### config.mk
export PLATFORM = sky130hd
export DESIGN_NAME = rr_tagged_combiner_flat
export DESIGN_NICKNAME = d
export VERILOG_FILES = /design/src/rtl/rr_tagged_combiner_if.sv /design/src/rtl/rr_tagged_combiner.sv /design/src/flat_wrapper.sv
export SDC_FILE = /design/constraint.sdc
export NUM_CORES = 1
export LEC_CHECK = 0
export BUFFER_PORTS_ARGS = -buffer_cell sky130_fd_sc_hd__buf_2
export CORE_MARGIN = 1.5
export CORE_UTILIZATION = 43
export CTS_CLUSTER_DIAMETER = 80
export CTS_CLUSTER_SIZE = 30
export DETAILED_ROUTE_END_ITERATION = 16
export PLACE_DENSITY = 0.81
export REMOVE_ABC_BUFFERS = 1
export SYNTH_ARGS = -nofsm -noshare
export SYNTH_HDL_FRONTEND = slang
export SYNTH_SLANG_ARGS = --single-unit
export TNS_END_PERCENT = 100
### constraint.sdc
create_clock -name clk -period 11.1 [get_ports clk]
set_clock_uncertainty 0.15 [all_clocks]
set_input_delay 3.33 -clock clk [delete_from_list [all_inputs] [get_ports clk]]
set_output_delay 3.33 -clock clk [all_outputs]
set_load 0.02 [all_outputs]
### src/rtl/rr_tagged_combiner_if.sv
// Bundle of the per-channel input streams and the single tagged output stream.
// The combiner takes the slave modport; the producer/consumer side takes master.
interface rr_tagged_combiner_if #(
  parameter int unsigned NUM_CHANNELS      = 4,
  parameter int unsigned CHANNEL_WIDTH_IN  = 32,
  parameter int unsigned CHANNEL_WIDTH_OUT = 64
);
  logic [CHANNEL_WIDTH_IN*NUM_CHANNELS-1:0] in_data;
  logic [NUM_CHANNELS-1:0]                  in_valid;
  logic [NUM_CHANNELS-1:0]                  in_last;
  logic [NUM_CHANNELS-1:0]                  in_ready;
  logic [CHANNEL_WIDTH_OUT-1:0]             out_data;
  logic                                     out_last;
  logic                                     out_valid;
  logic                                     out_ready;

  modport master (
    output in_data, in_valid, in_last, out_ready,
    input  in_ready, out_data, out_last, out_valid
  );

  modport slave (
    input  in_data, in_valid, in_last, out_ready,
    output in_ready, out_data, out_last, out_valid
  );
endinterface

### src/rtl/rr_tagged_combiner.sv
// Merges NUM_CHANNELS valid/ready streams into one registered stream, tagging each
// beat with its source channel; optional packet locking keeps packets contiguous.
module rr_tagged_combiner #(
  parameter int unsigned NUM_CHANNELS      = 4,
  parameter int unsigned CHANNEL_WIDTH_IN  = 32,
  parameter int unsigned CHANNEL_WIDTH_OUT = 64,
  parameter int unsigned TAG_MSB           = 55,
  parameter int unsigned TAG_LSB           = 48,
  parameter int unsigned ARB_MODE          = 1,
  parameter int unsigned LOCK_PACKETS      = 1
) (
  input logic                 clk,
  input logic                 reset,
  rr_tagged_combiner_if.slave bus
);
  localparam int unsigned IDX_W = (NUM_CHANNELS > 1) ? $clog2(NUM_CHANNELS) : 1;
  localparam int unsigned TAG_W = TAG_MSB - TAG_LSB + 1;

  if (NUM_CHANNELS < 1) begin : g_bad_num
    $error("rr_tagged_combiner: NUM_CHANNELS must be >= 1");
  end
  if ((TAG_MSB < TAG_LSB) || (TAG_W < IDX_W) || (TAG_MSB >= CHANNEL_WIDTH_OUT) ||
      (TAG_LSB < CHANNEL_WIDTH_IN)) begin : g_bad_tag
    $error("rr_tagged_combiner: illegal tag field placement/width");
  end

  logic [IDX_W-1:0]             r_ptr;
  logic                         r_locked;
  logic [IDX_W-1:0]             r_lock_ch;
  logic                         r_out_valid;
  logic                         r_out_last;
  logic [CHANNEL_WIDTH_OUT-1:0] r_out_data;

  logic                         w_load;
  logic                         w_xfer;
  logic                         w_gnt_valid;
  logic [IDX_W-1:0]             w_gnt;
  logic [NUM_CHANNELS-1:0]      w_ready;
  logic [CHANNEL_WIDTH_IN-1:0]  w_payload;
  logic                         w_last_in;
  logic [CHANNEL_WIDTH_OUT-1:0] w_word;
  int unsigned                  w_dist;
  int unsigned                  w_best;

  assign w_load = !r_out_valid || bus.out_ready;

  // Each requester gets a priority distance: its index for fixed priority, or its
  // position in the rotated order ptr+1, ptr+2, ... for round-robin; smallest wins.
  always_comb begin
    w_gnt       = '0;
    w_gnt_valid = 1'b0;
    w_dist      = '0;
    w_best      = NUM_CHANNELS;
    if (r_locked) begin
      w_gnt       = r_lock_ch;
      w_gnt_valid = 1'b1;
    end else begin
      for (int unsigned i = 0; i < NUM_CHANNELS; i++) begin
        w_dist = (ARB_MODE != 0) ? ((i + NUM_CHANNELS - 32'(r_ptr) - 1) % NUM_CHANNELS) : i;
        if (bus.in_valid[i] && (w_dist < w_best)) begin
          w_best      = w_dist;
          w_gnt       = IDX_W'(i);
          w_gnt_valid = 1'b1;
        end
      end
    end
  end

  always_comb begin
    w_ready   = '0;
    w_payload = '0;
    w_last_in = 1'b0;
    for (int unsigned i = 0; i < NUM_CHANNELS; i++) begin
      if (w_gnt_valid && w_load && (w_gnt == IDX_W'(i)) && bus.in_valid[i]) begin
        w_ready[i] = 1'b1;
        w_payload  = bus.in_data[i*CHANNEL_WIDTH_IN +: CHANNEL_WIDTH_IN];
        w_last_in  = bus.in_last[i];
      end
    end
  end

  assign w_xfer = |w_ready;

  always_comb begin
    w_word                          = '0;
    w_word[CHANNEL_WIDTH_IN-1:0]    = w_payload;
    w_word[TAG_MSB:TAG_LSB]         = TAG_W'(w_gnt);
  end

  always_ff @(posedge clk or negedge reset) begin
    if (!reset) begin
      r_out_valid <= 1'b0;
      r_out_data  <= '0;
      r_out_last  <= 1'b0;
      r_ptr       <= IDX_W'(NUM_CHANNELS - 1);
      r_locked    <= 1'b0;
      r_lock_ch   <= '0;
    end else begin
      if (w_load) begin
        r_out_valid <= w_xfer;
        if (w_xfer) begin
          r_out_data <= w_word;
          r_out_last <= w_last_in;
        end
      end
      if (w_xfer) begin
        r_ptr <= w_gnt;
        if (LOCK_PACKETS != 0) begin
          r_locked  <= !w_last_in;
          r_lock_ch <= w_gnt;
        end
      end
    end
  end

  assign bus.in_ready  = w_ready;
  assign bus.out_data  = r_out_data;
  assign bus.out_last  = r_out_last;
  assign bus.out_valid = r_out_valid;
endmodule

### src/flat_wrapper.sv
// flat-port wrapper written by rule: the top's interface ports become plain ports
module rr_tagged_combiner_flat 
#(
  parameter int unsigned NUM_CHANNELS      = 4,
  parameter int unsigned CHANNEL_WIDTH_IN  = 32,
  parameter int unsigned CHANNEL_WIDTH_OUT = 64,
  parameter int unsigned TAG_MSB           = 55,
  parameter int unsigned TAG_LSB           = 48,
  parameter int unsigned ARB_MODE          = 1,
  parameter int unsigned LOCK_PACKETS      = 1
)
  (clk, reset, bus_in_data, bus_in_valid, bus_in_last, bus_out_ready, bus_in_ready, bus_out_data, bus_out_last, bus_out_valid);
  rr_tagged_combiner_if #(.NUM_CHANNELS(NUM_CHANNELS), .CHANNEL_WIDTH_IN(CHANNEL_WIDTH_IN), .CHANNEL_WIDTH_OUT(CHANNEL_WIDTH_OUT)) bus_i ();
  input logic clk;
  input logic reset;
  input wire logic [$bits(bus_i.in_data)-1:0] bus_in_data;
  input wire logic [$bits(bus_i.in_valid)-1:0] bus_in_valid;
  input wire logic [$bits(bus_i.in_last)-1:0] bus_in_last;
  input wire logic [$bits(bus_i.out_ready)-1:0] bus_out_ready;
  output wire logic [$bits(bus_i.in_ready)-1:0] bus_in_ready;
  output wire logic [$bits(bus_i.out_data)-1:0] bus_out_data;
  output wire logic [$bits(bus_i.out_last)-1:0] bus_out_last;
  output wire logic [$bits(bus_i.out_valid)-1:0] bus_out_valid;
  assign bus_i.in_data = bus_in_data;
  assign bus_i.in_valid = bus_in_valid;
  assign bus_i.in_last = bus_in_last;
  assign bus_i.out_ready = bus_out_ready;
  assign bus_in_ready = bus_i.in_ready;
  assign bus_out_data = bus_i.out_data;
  assign bus_out_last = bus_i.out_last;
  assign bus_out_valid = bus_i.out_valid;
  rr_tagged_combiner #(.NUM_CHANNELS(NUM_CHANNELS), .CHANNEL_WIDTH_IN(CHANNEL_WIDTH_IN), .CHANNEL_WIDTH_OUT(CHANNEL_WIDTH_OUT), .TAG_MSB(TAG_MSB), .TAG_LSB(TAG_LSB), .ARB_MODE(ARB_MODE), .LOCK_PACKETS(LOCK_PACKETS)) u_core (.clk(clk), .reset(reset), .bus(bus_i));
endmodule
=== Word-level counts from Yosys, hierarchy flattened ===
Cells that the tools add are included.

* Logic and storage cells: 67
* Bits in registers: 41
* Input port bits: 139
* Output and inout bits: 70

* Magnitude comparators: 4
* Add/subtract/negate cells: 8
* Muxes and demuxes: 27
* Reduce and logical (&&, ||, !) cells: 19
* Equality and inequality tests: 3

{| class="wikitable"
|+ Operators with widths
! kind !! number
|-
| two-way mux 32 bit || 9
|-
| < comparator 2 x 32 -> 1 bit || 3
|-
| two-way mux 1 bit || 14
|-
| logical AND 1 bit || 13
|-
| subtractor 2 x 1 -> 2 bit, second input constant || 4
|-
| two-way mux 2 bit || 3
|-
| equality test 2 bit, second input constant || 2
|-
| OR reduction 4 bit || 1
|-
| subtractor 1 x 2 -> 2 bit, first input constant || 2
|-
| subtractor 2 bit, first input constant || 2
|-
| < comparator 2 x 3 -> 1 bit, second input constant || 1
|-
| two-way mux 3 bit || 1
|-
| equality test 2 x 1 -> 1 bit, second input constant || 1
|-
| zero test 1 bit || 2
|-
| zero test 2 bit || 1
|-
| AND reduction 2 bit || 1
|-
| logical OR 1 bit || 1
|}

=== Depth between registers and ports, before layout ===
* Depth in word-level cells: 26
* Gate-level depth with buffers: 21
* Depth with buffers taken out: 19

=== Worst setup path after synthesis ===
No wires, ideal clock.

* Path kind: in2out
* From: input port bus_in_valid[0]
* To: output port bus_in_ready[1]
* Path slack: 780 ps
* Stages on the path: 17
* Data arrival time: 6840 ps
* Required time: 7620 ps
* Path buffers: 2
* Cell sequence: nand2b_1 ha_1 a21oi_1 o21ai_0 mux2_2 ha_1 o22ai_1 a22oi_2 o21ai_0 ha_1 nor2b_1 a32o_2 or3_1 and3_1 buf_6 buf_6 and2_1

* Word-level cells in the longest chain between the ends: 19
* Elaborated cells between the ends (all ways): 27
* Those cells by class: 3 x order compare; 1 x eq/ne; 16 x mux; 7 x reduce/logical

{| class="wikitable"
|+ RTL lines
! item !! line !! text
|-
| from (decl) || flat_wrapper.sv:17 || <nowiki>input wire logic [$bits(bus_i.in_valid)-1:0] bus_in_valid;</nowiki>
|-
| logical AND 1 bit (*) || rr_tagged_combiner.sv:60 || <nowiki>if (bus.in_valid[i] && (w_dist < w_best)) begin</nowiki>
|-
| two-way mux 3 bit || rr_tagged_combiner.sv:60 ||
|-
| two-way mux 32 bit || rr_tagged_combiner.sv:54 || <nowiki>if (r_locked) begin</nowiki>
|-
| < comparator 2 x 32 -> 1 bit || rr_tagged_combiner.sv:60 ||
|-
| logical AND 1 bit || rr_tagged_combiner.sv:60 ||
|-
| two-way mux 32 bit || rr_tagged_combiner.sv:60 ||
|-
| two-way mux 32 bit || rr_tagged_combiner.sv:54 ||
|-
| < comparator 2 x 32 -> 1 bit || rr_tagged_combiner.sv:60 ||
|-
| [... 2 more ...] || n/a ||
|-
| two-way mux 32 bit || rr_tagged_combiner.sv:54 ||
|-
| < comparator 2 x 32 -> 1 bit || rr_tagged_combiner.sv:60 ||
|-
| logical AND 1 bit || rr_tagged_combiner.sv:60 ||
|-
| two-way mux 2 bit / two-way mux 1 bit (equally long branches) || rr_tagged_combiner.sv:60 ||
|-
| two-way mux 2 bit / two-way mux 1 bit (equally long branches) || rr_tagged_combiner.sv:54 ||
|-
| equality test 2 x 1 -> 1 bit / logical AND 1 bit (equally long branches) || rr_tagged_combiner.sv:74 || <nowiki>if (w_gnt_valid && w_load && (w_gnt == IDX_W'(i)) && bus.in_valid[i]) begin</nowiki>
|-
| logical AND 1 bit (*) (2 in a row) || rr_tagged_combiner.sv:74 ||
|-
| two-way mux 1 bit (*) || rr_tagged_combiner.sv:74 ||
|-
| to (decl) || flat_wrapper.sv:20 || <nowiki>output wire logic [$bits(bus_i.in_ready)-1:0] bus_in_ready;</nowiki>
|}

Every way passes the cells marked *; elsewhere a longest branch is shown, timed or not. The select of a mux whose other input is x is not followed.

=== Worst setup path in the final report ===
Same ends and word-level chain as after synthesis.

==> run_results.csv <==
group,metric,value,unit
clocking,clock_sinks,41,
power_and_ir_drop,power,0.00144,W
floorplan,coreArea,7250,sq um
synth,ys_top_cells_by_area,"dfrtp_1 (30%), a2111oi_2 (13%), and3_1 (12%)",
synth,synth_most_common_cell,"and3_1",
global_routing,grt_pass1_vias,3224,
power_and_ir_drop,p_leak,2.27,nW
clocking,post_cts_buffers,0,
place,place_hpwl,6.99,mm
global_routing,grt_usage,23.7,%
synth,yosys_register_bits,41,
synth,synth-edff-count,0,
final_layout,fill_cells,663,
critical_path,worstPathCellList,"buf_2 > nand2b_1 > ha_1 > a21oi_1 > o21ai_0 > mux2_2 > ha_1 > o22ai_1 > a22oi_2 > nand2_1 > o21ai_0 > ha_1 > nor2b_1 > a32o_2 > a21oi_1 > o31a_1 > and2_1 > buf_2",
synth,synth_common_cells,"and3_1 (61), dfrtp_1 (39), nor2_1 (37)",
sta,fin_ws,0.297,ns
synth,syn-cell-area,3240,sq um
floorplan,die_width,89.8,um
final_layout,final_nets,643,
global_routing,grt_max_degree,42,
hold_path,holdCritPathClass,"flip-flop to flip-flop",
floorplan,die_h,89.8,um
clocking,cts_tree,"done",
detailed_routing,drt-initial-drc-count,132,
detailed_routing,routed_via_density,5.56,
final_layout,fin_util,57.4,%
detailed_routing,vias,3341,
critical_path,crit_arrival,7.32,ns
floorplan,num_rows,31,
clocking,cts.htree.levels,2,
final_layout,diodes,0,
detailed_routing,wl_per_cell,16.8,um
floorplan,io_pins,209,
critical_path,r2r-start,"u_core.r_ptr[1]$_DFFE_PN1P_",
synth,yosysTopAreaCell,"dfrtp_1",
synth,yosys_warnings,0,
hold_path,hold_start,"u_core.bus.out_last$_DFFE_PN0P_",
critical_path,startpoint_type,"input port",
critical_path,startpoint,"bus_in_valid[0]",
synth,netlist.area_leader.share,30.1,%
floorplan,start_util,44.7,%
sta,period_share,97.3,%
critical_path,worst_ep_required_time,7.62,ns
critical_path,crit_path_end_kind,"output port",
detailed_routing,drtAntennaViolNets,0,
critical_path,crit_slowest_cell,"mux2_2",
sta,slew_viol_final,0,
sta,hold_viol,0,
clocking,ctsResizeCount,0,
synth,syn_area_per_cell,9.64,sq um
outcome,status,"finished clean",
place,post-place-ws,0.377,ns
final_layout,multi_input_area,1910,sq um
critical_path,criticalPathCategory,"input port to output port",
final_layout,drive_gt1_share,47.8,%
detailed_routing,routed_wl,10.1,mm
synth,syn_inst,336,
place,portBuffers,178,
synth,ys_seq_area_share,31.7,%
synth,async_flop_share,100,%
synth,synth_ff_type,"dfrtp_1",
critical_path,worstPathMaxFanout,8,
sta,min_period,10.80,ns
clocking,root_buffer,"clkbuf_8",
sta,worst_slew_pin_slew,1.15,ns
clocking,postCtsHoldBufs,0,
global_routing,grt_pass1_wl,15.6,mm
sta,setup_tns,0,ns
final_layout,area_delta_synth_final,28.5,%
critical_path,max_stage_delay,0.40,ns
power_and_ir_drop,irDropWorstVdd,0.000172,V
detailed_routing,drt_pass1_iterations,5,
global_routing,antenna_found_initial,0,
clocking,clk_path_buf_depth,2,
global_routing,globalRouteOverflowTotal,0,
sta,fmax,0.0926,GHz
detailed_routing,drc,0,
sta,rsz0062_at_grt,"false",
sta,slew_headroom,23.3,%
final_layout,ff_latch_area,1030,sq um
synth,synth_cell_type_count,48,
place,gp_congestion,0.928,
sta,final-setup-viol-count,0,
clocking,clkTransAtPathRegs,0.09,ns
floorplan,dieArea,8070,sq um
clocking,clock_latency,0.29,ns
critical_path,cp_common_cell,"ha_1",
job,maxCapViolations,0,
power_and_ir_drop,powerDensity,346,nW/um^2
clocking,cts_buffers,5,
## registers in the layout, indices dropped and copies added (netlist names)
| signal | flops |
|---|---|
| u_core.r_lock_ch | 2 |
| u_core.bus.out_valid | 1 |
| u_core.r_locked | 1 |
| u_core.r_ptr | 2 |
| u_core.bus.out_last | 1 |
| u_core.bus.out_data | 34 |
## routing by layer
metal | up-vias | track usage, % | wire length (um)
li1 | 1541 | - | -
met1 | 1590 | 29.1 | 4140
met2 | 194 | 41.0 | 4970
met3 | 16 | 4.74 | 796
met4 | 0 | 8.99 | 161
met5 | - | 0 | 0
## report_power, final
part	total (W)	internal (W)	leakage (nW)	switching (W)
sequential	0.000295	0.000242	0.486	0.0000529
combinational	0.00100	0.000392	1.72	0.000612
clock	0.000143	0.0000894	0.0681	0.0000532
total	0.00144	0.000724	2.27	0.000718
## cell families (layout without fill, tap and decap cells)
logic type / Yosys count / in the layout / synth area share [%]
buffers and inverters: 61 / 198 / 13.1
and+or+nand+nor: 130 / 130 / 22.1
DFF: 41 / 41 / 31.7
AOI/OAI and AO/OA: 98 / 98 / 31.2
xor gates and xnor gates: 1 / 1 / 0.270
adders and majority gates: 3 / 3 / 1.16
muxes: 1 / 1 / 0.347
other: 1 / 30 / 0.116
## layout make-up
type,count,share of cell area (%)
Inverter,4,0.361
Clock inverter,3,1.56
Tap cell,99,2.98
Multi-Input combinational cell,263,45.9
Timing Repair Buffer,186,22.8
Sequential cell,41,24.7
Clock buffer,5,1.65
## path summary, 6_finish.rpt
kind | cells after the start | end | slack (ns)
max | 18 | bus_in_ready[1] | 0.30
min | 1 | u_core.bus.out_last$_DFFE_PN0P_ | 0.33
max reg2reg | 20 | u_core.r_lock_ch[1]$_DFFE_PN0P_ | 4.87
min reg2reg | 1 | u_core.bus.out_last$_DFFE_PN0P_ | 0.33
max in group asynchronous | 1 | u_core.bus.out_data[48]$_DFFE_PN0P_ | 7.17
min in group asynchronous | 1 | u_core.bus.out_data[20]$_DFFE_PN0P_ | 3.04
## cells in the final DEF (no fill, tap or decap), drive strengths merged, types with 2 or more instances in the layout
cell,count
buf,186
nand3,2
a21o,7
nand2b,6
dfstp,2
and2,3
a21oi,7
ha,3
bufinv,2
a2111oi,33
o21ai,5
nor3,2
o2bb2ai,33
a211oi,2
conb,30
nand2,8
clkbuf,5
nor2,38
and3,66
dfrtp,39
inv,4
## stage by stage
step | cells | hold slack (ns) | cell area [sq um]
after global routing | 601 | 0.337 | 4160
after detailed placement | 593 | 0.311 | 4030
after floorplan | 308 | 0.324 | 2940
after global placement | 593 | 0.314 | 4030
after CTS | 601 | 0.333 | 4160
final | 601 | 0.330 | 4160
## critical path: cells and delay by family
kind                     cells  cell delay [ns]
AO/OA/AOI/OAI                8             1.84
adder cells (fa/ha/maj)      3             0.91
AND/OR/NAND/NOR              4             0.52
multiplexers                 1             0.40
buffers and inverters        2             0.30
Power figures use the tool's default switching activity.
